==> config.mk <==
export PLATFORM = sky130hd
export DESIGN_NAME = gpu_div_ctrl
export DESIGN_NICKNAME = d
export VERILOG_FILES = /design/src/rtl/gpu_div_pkg.sv /design/src/rtl/div_sign_fix.sv /design/src/rtl/gpu_div_ctrl.sv
export SDC_FILE = /design/constraint.sdc
export NUM_CORES = 1
export LEC_CHECK = 0
export ABC_CLOCK_PERIOD_IN_PS = 2300
export CAP_MARGIN = 20
export CORE_AREA = 2 2 107 109
export DETAILED_ROUTE_END_ITERATION = 7
export DIE_AREA = 0 0 109 111
export PLACE_DENSITY = 0.75
export SYNTH_ARGS = -nofsm -noshare
export SYNTH_HDL_FRONTEND = slang
export SYNTH_SLANG_ARGS = --single-unit
export TNS_END_PERCENT = 50
==> constraint.sdc <==
create_clock -name sys_clk -period 2.3 [get_ports sys_clk]
set_input_delay 0.46 -clock sys_clk [delete_from_list [all_inputs] [get_ports sys_clk]]
set_output_delay 0.46 -clock sys_clk [all_outputs]
set_load 0.02 [all_outputs]
==> src/rtl/gpu_div_pkg.sv <==
// Shared types and constants for the GPU divide controller.
// Holds the FSM state encoding, the default register-index width and the divide-by-zero result.
package gpu_div_pkg;

    typedef enum logic [1:0] {
        S_IDLE  = 2'd0,
        S_START = 2'd1,
        S_WAIT  = 2'd2,
        S_WB    = 2'd3
    } div_state_e;

    localparam int REGW_DEF = 5;

    localparam logic [31:0] DIV_ZERO_Q = 32'hFFFFFFFF;

endpackage

==> src/rtl/div_sign_fix.sv <==
// Conditional two's-complement negate, 32 bits.
// Gives abs() when neg_i is the operand's sign bit, or fixes the quotient sign.
module div_sign_fix (
    input  logic [31:0] a_i,
    input  logic        neg_i,
    output logic [31:0] y_o
);

    assign y_o = neg_i ? (~a_i + 32'd1) : a_i;

endmodule

==> src/rtl/gpu_div_ctrl.sv <==
// GPU divide-unit controller: issue, divider handshake, hazard stall, register writeback.
// Optional signed divide when GPU_DIV_SIGNED_EN is defined.
module gpu_div_ctrl
    import gpu_div_pkg::*;
#(
    parameter int REGW = REGW_DEF
) (
    input  logic            sys_clk,
    input  logic            resetl,
    input  logic            ce,
    input  logic            op_valid,
    output logic            op_ready,
    input  logic [31:0]     op_srcd,
    input  logic [31:0]     op_dstd,
    input  logic [REGW-1:0] op_reg,
    input  logic            op_signed,
    output logic            div_start,
    output logic [31:0]     srcd,
    output logic [31:0]     dstd,
    input  logic            div_active,
    input  logic [31:0]     quotient,
    output logic            wb_valid,
    input  logic            wb_ack,
    output logic [REGW-1:0] wb_reg,
    output logic [31:0]     wb_data,
    input  logic [REGW-1:0] hz_reg,
    input  logic            hz_use,
    output logic            stall,
    input  logic            rem_req,
    output logic            remrd,
    output logic            div_zero
);

    div_state_e      state_q, state_d;
    logic [31:0]     srcd_q, srcd_d;
    logic [31:0]     dstd_q, dstd_d;
    logic [31:0]     wbd_q, wbd_d;
    logic [REGW-1:0] reg_q, reg_d;
    logic            neg_q, neg_d;
    logic            zero_q, zero_d;
    logic            first_q, first_d;

    logic [31:0] iss_srcd;
    logic [31:0] iss_dstd;
    logic        iss_neg;
    logic [31:0] q_fix;

`ifdef GPU_DIV_SIGNED_EN
    div_sign_fix u_abs_s (
        .a_i   (op_srcd),
        .neg_i (op_signed & op_srcd[31]),
        .y_o   (iss_srcd)
    );

    div_sign_fix u_abs_d (
        .a_i   (op_dstd),
        .neg_i (op_signed & op_dstd[31]),
        .y_o   (iss_dstd)
    );

    div_sign_fix u_q_fix (
        .a_i   (quotient),
        .neg_i (neg_q),
        .y_o   (q_fix)
    );

    assign iss_neg = op_signed & (op_srcd[31] ^ op_dstd[31]);
`else
    logic sign_unused;

    assign iss_srcd    = op_srcd;
    assign iss_dstd    = op_dstd;
    assign iss_neg     = 1'b0;
    assign q_fix       = quotient;
    assign sign_unused = op_signed ^ neg_q;
`endif

    always_ff @(posedge sys_clk) begin
        if (!resetl) begin
            state_q <= S_IDLE;
        end else begin
            state_q <= state_d;
        end
    end

    always_ff @(posedge sys_clk) begin
        if (!resetl) begin
            srcd_q  <= '0;
            dstd_q  <= '0;
            wbd_q   <= '0;
            reg_q   <= '0;
            neg_q   <= 1'b0;
            zero_q  <= 1'b0;
            first_q <= 1'b0;
        end else begin
            srcd_q  <= srcd_d;
            dstd_q  <= dstd_d;
            wbd_q   <= wbd_d;
            reg_q   <= reg_d;
            neg_q   <= neg_d;
            zero_q  <= zero_d;
            first_q <= first_d;
        end
    end

    always_comb begin
        state_d = state_q;
        srcd_d  = srcd_q;
        dstd_d  = dstd_q;
        wbd_d   = wbd_q;
        reg_d   = reg_q;
        neg_d   = neg_q;
        zero_d  = zero_q;
        first_d = first_q;
        unique case (state_q)
            S_IDLE: begin
                if (ce && op_valid) begin
                    srcd_d = iss_srcd;
                    dstd_d = iss_dstd;
                    reg_d  = op_reg;
                    neg_d  = iss_neg;
                    zero_d = (op_srcd == 32'd0);
                    if (op_srcd == 32'd0) begin
                        wbd_d   = DIV_ZERO_Q;
                        state_d = S_WB;
                    end else begin
                        state_d = S_START;
                    end
                end
            end
            S_START: begin
                if (ce) begin
                    first_d = 1'b1;
                    state_d = S_WAIT;
                end
            end
            S_WAIT: begin
                // div_active may lag div_start by a cycle, so skip the first look
                if (ce) begin
                    first_d = 1'b0;
                    if (!first_q && !div_active) begin
                        wbd_d   = q_fix;
                        state_d = S_WB;
                    end
                end
            end
            S_WB: begin
                if (ce && wb_ack) begin
                    state_d = S_IDLE;
                end
            end
            default: state_d = S_IDLE;
        endcase
    end

    assign op_ready  = (state_q == S_IDLE);
    assign div_start = (state_q == S_START);
    assign wb_valid  = (state_q == S_WB);
    assign div_zero  = (state_q == S_WB) && zero_q;
    assign srcd      = srcd_q;
    assign dstd      = dstd_q;
    assign wb_reg    = reg_q;
    assign wb_data   = wbd_q;
    assign remrd     = (state_q == S_IDLE) ? rem_req : 1'b0;
    assign stall     = (state_q != S_IDLE) &&
                       ((hz_use && (hz_reg == reg_q)) || rem_req);

endmodule

---- Word level (Yosys, flattened, before mapping) ----
Index checks and enable logic that the tools add are counted.
word-level totals
  input bits .............................. 115
  logic and storage cells ................. 51
  bits in registers ....................... 105
operators by class
  reductions and logical operators ........ 18
  equal/unequal tests ..................... 10
  multiplexer cells ....................... 16
operators with widths
  cell                                                   count
  two-way mux 32 bit                                     4
  case mux 32 bit (2 select lines)                       1
  zero test 32 bit                                       1
  two-way mux 2 bit                                      6
  AND reduction 5 bit                                    2
  case mux 2 bit (4 select lines)                        1
  logical AND 1 bit                                      6
  inequality test 2 x 1 -> 1 bit, second input constant  3
  inequality test 2 bit, second input constant           3
  nonzero test 2 bit                                     3
  equality test 5 bit                                    1
  equality test 2 bit, second input constant             2
  two-way mux 1 bit                                      3
  AND reduction 3 bit                                    1
  equality test 2 x 1 -> 1 bit, second input constant    1
  zero test 1 bit                                        2
  zero test 2 bit                                        1
  case mux 1 bit (2 select lines)                        1
  AND reduction 2 bit                                    1
  logical OR 1 bit                                       1

---- Longest topological paths before layout ----
  word-level depth ........................ 5
  depth in mapped cells ................... 9

---- Worst setup path before layout ----
No wires, ideal clock.
  kind .................................... register -> register
  from .................................... register state_q[0]
  to ...................................... register wbd_q[10] (netlist: wb_data[10])
  path buffers ............................ 2
  library setup time ...................... 0.119 ns
  arrival time ............................ 1.661 ns
  period minus slack after synthesis ...... 1.780 ns
  path slack .............................. 0.520 ns
  data required time ...................... 2.181 ns
  cell stages (with the launch flop) ...... 10
  cell sequence ........................... dfxtp_1 > inv_1 > ha_1 > buf_4 > inv_1 > o21ai_0 > nor2_1 > o211a_4 > buf_8 > o221a_1
on the way
  cells in the longest elaborated chain, start to end .. 3
RTL lines
  element                                                                         RTL line            text
  start, declared                                                                 gpu_div_ctrl.sv:34  div_state_e state_q, state_d;
  start signal, assigned                                                          gpu_div_ctrl.sv:82  state_q <= state_d;
  zero test 2 bit (*)                                                             n/a
  via op_ready                                                                    gpu_div_ctrl.sv:12  output logic op_ready,
  inequality test 2 x 1 -> 1 bit (no line) or nonzero test 2 bit (tied branches)  n/a
  AND reduction 5 bit (no line)                                                   n/a
  end signal, assigned                                                            gpu_div_ctrl.sv:98  wbd_q <= wbd_d;
  end, declared                                                                   gpu_div_ctrl.sv:37  logic [31:0] wbd_q, wbd_d;
The timed path passes the listed nets; every way through them passes the cells marked *.
A chain may end at the register's enable or synchronous reset.

---- Final worst setup path ----
  from .................................... input hz_reg[1]
  to ...................................... output stall
on the way
  cells in the longest elaborated chain, start to end .. 4
RTL lines
  element              RTL line             text
  start, declared      gpu_div_ctrl.sv:26   input logic [REGW-1:0] hz_reg,
  equality test 5 bit  gpu_div_ctrl.sv:166  ((hz_use && (hz_reg == reg_q)) || rem_req);
  logical AND 1 bit    gpu_div_ctrl.sv:166
  logical OR 1 bit     gpu_div_ctrl.sv:166
  logical AND 1 bit    gpu_div_ctrl.sv:165  assign stall = (state_q != S_IDLE) &&
  end, declared        gpu_div_ctrl.sv:28   output logic stall,
Every way passes these cells.

==> qor.yml <==
slew_violations: 0
fp.dieH_um: 111
ir_worst_vdd_uv: 395
overflow: 0
synth_edf_count: 0
start_util_pct: 37.5
async_flop_share_pct: 0
antenna_cells: 0
via_per_inst: 5.08
r2r-end: "wb_data[2]"
die_w_um: 109
rows: 39
gr-usage-met3_pct: 5.70
fin_ws_ns: 0.126
grt_max_degree: 58
timing.final.hold_violations: 0
synth_cell_types: 34
yosys.area_share.adder_pct: 1.21
place_area_um2: 6570
finalNetCount: 803
rr_worst_depth: 8
ys.flop_type: "dfxtp_1"
cap_violations: 0
post-route-period-util_pct: 94.5
synth_cells: 470
clk_pin_slew_ns: 0.06
nFillCells: 917
yosys.area_share.simple_pct: 17.1
cts_max_level: 3
crit_arrival_ns: 1.71
fmax_ghz: 0.460
gr-max-usage-layer: "met2"
synthTopCellsByArea: "dfxtp_1, nand2_1, a21oi_1, o221a_1, o21a_1"
firstDrtPassIters: 4
syn_to_final_growth_pct: 66.3
r2r-start: "state_q[0]"
route.detailed.drc: 0
drt_iter0_markers: 210
synth_most_common_cell: "nand2_1"
via_count: 4219
p_per_area_nw_per_um2: 893
detail-route-antenna-nets: 0
design.die.area_um2: 12100
post-place-ws_ns: -0.677
gp_congestion: 0.803
yosys_warnings: 0
cts_sinks: 105
whs_ns: 0.449
crit_type: "primary input to output pin"
avgSynthCellArea_um2: 8.83
leakagePower_uw: 0.00245
ioPinCount: 222
outcome: "finished, final reports clean"
first_global_vias: 4066
synth_top_area_cell: "dfxtp_1"
rsz0062_at_grt: "false"
synthesis.area_um2: 4150
synth_common_cells: "nand2_1, dfxtp_1, a21oi_1"
finish.instance_area_um2: 6900
whs_endpoint: "zero_q"
slew_headroom_pct: 67.0
setup-violations-final: 0
synth_top_family_by_area: "compound AO/OA/AOI/OAI gates"
whs_path_depth: 2
grt_antenna_before_repair: 0
ys_ff_latch: 105
core_um2: 11100
cts_tree: "yes"
hpwl_um: 9460
skew_ns: 0.00860
required_ns: 1.84
clockBufferDepth: 2
drive_above_1_share_pct: 6.83
cts_buffers: 9
synth.area.mux_share_pct: 0
wl_um: 12900
clkLatencyLatePin_ns: 0.34
r2r_slack_ns: 0.44
end_kind: "output pin"
root_buffer: "clkbuf_16"
grtUsageTotal_pct: 21.0
hold_class: "register to register"
worst_pin_slew_ns: 0.494
min_from: "zero_q"
yosysSeqAreaShare_pct: 50.6
synth_nets: 589
io_buffers: 220
synthXorXnorAreaFrac_pct: 1.05
drt-wirelength-per-cell_um: 15.5
met1_usage_pct: 24.0
met2_usage_pct: 36.5
grt_pass1_wl_um: 20100
min_period_ns: 2.17
path_max_fanout: 1
synth-compound-area-share_pct: 24.8
crit_path_start_kind: "primary input"
netlist.area_leader.share_pct: 50.6
## worst max-delay path by stage
stage | depth (start not counted) | slack [ns] | start | end
floorplan | 9 | 0.52 | state_q[0] | wb_data[10]
global placement | 7 | -0.78 | hz_reg[2] | stall
detailed placement | 7 | -0.68 | hz_reg[2] | stall
CTS | 7 | 0.03 | hz_reg[2] | stall
global route | 6 | 0.02 | wb_reg[1] | stall
finish | 7 | 0.13 | hz_reg[1] | stall
## logic make-up (layout without fill, tap and decap cells)
group,Yosys count,count (layout)
compound gates,145,145
simple gates,170,170
xor+xnor,5,5
flops,105,105
fa+ha+maj,4,4
buf+inv,41,259
## power breakdown
| part | total, µW | switching (µW) | internal, µW |
|---|---|---|---|
| Combinational | 2190 | 1090 | 1110 |
| Sequential | 2330 | 182 | 2150 |
| Clock | 1640 | 665 | 976 |
## routing by layer
layer | wire (µm) | share of wire (%)
met4 | 300 | 2.3
met3 | 1030 | 8.0
met5 | 0 | 0
met2 | 6400 | 50
met1 | 5150 | 40
## cell usage in the layout, fill, tap and decap left out, types with 2 or more instances in the layout
| cell | instances |
|---|---|
| inv_1 | 4 |
| a21oi_1 | 73 |
| nand2_1 | 145 |
| buf_4 | 14 |
| clkdlybuf4s50_1 | 214 |
| nor4_1 | 7 |
| o21a_1 | 32 |
| clkbuf_16 | 9 |
| nor2_1 | 5 |
| buf_12 | 6 |
| xor2_1 | 4 |
| o221a_1 | 30 |
| nor4_2 | 2 |
| dfxtp_1 | 105 |
| o21ai_0 | 2 |
| clkinvlp_4 | 2 |
| nand4_1 | 2 |
| dlymetal6s2s_1 | 2 |
| bufinv_16 | 2 |
| nor2_4 | 2 |
| ha_1 | 3 |
| dlygate4sd2_1 | 3 |
| and2_1 | 2 |
| o221a_2 | 2 |
## layout make-up
type	count	area [µm²]	share of cell area, %
timing repair buffer	239	2420	35.0
sequential	105	2100	30.5
multi-input combinational	324	1870	27.0
clock buffer	10	239	3.46
tap	143	179	2.59
clock inverter	5	80.1	1.16
inverter	5	18.8	0.272
## metrics by stage
step           instances  utilization, %  total power (µW)  setup TNS (ns)
3_3_place_gp         816            59.3              4490           -5.73
6_report             831            62.3              6170               0
4_1_cts              831            62.3              6220               0
2_1_floorplan        470               -              3450               0
5_1_grt              831            62.3              6460               0
3_5_place_dp         816            59.3              4550           -7.16
## what timing repair did
item,4_1_cts,5_1_grt
setup buffers,0,0
endpoints found under the setup margin,2,2
hold buffers,0,0
pin swaps,2,3
resized for setup,11,2
## worst max-delay path: stages
cell	delay [ns]
dlygate4sd2_1	0.25
xor2_1	0.15
nor4_2	0.37
buf_4	0.18
a31oi_1	0.07
nor2_1	0.09
buf_4	0.14
Power figures use the tool's default switching activity.
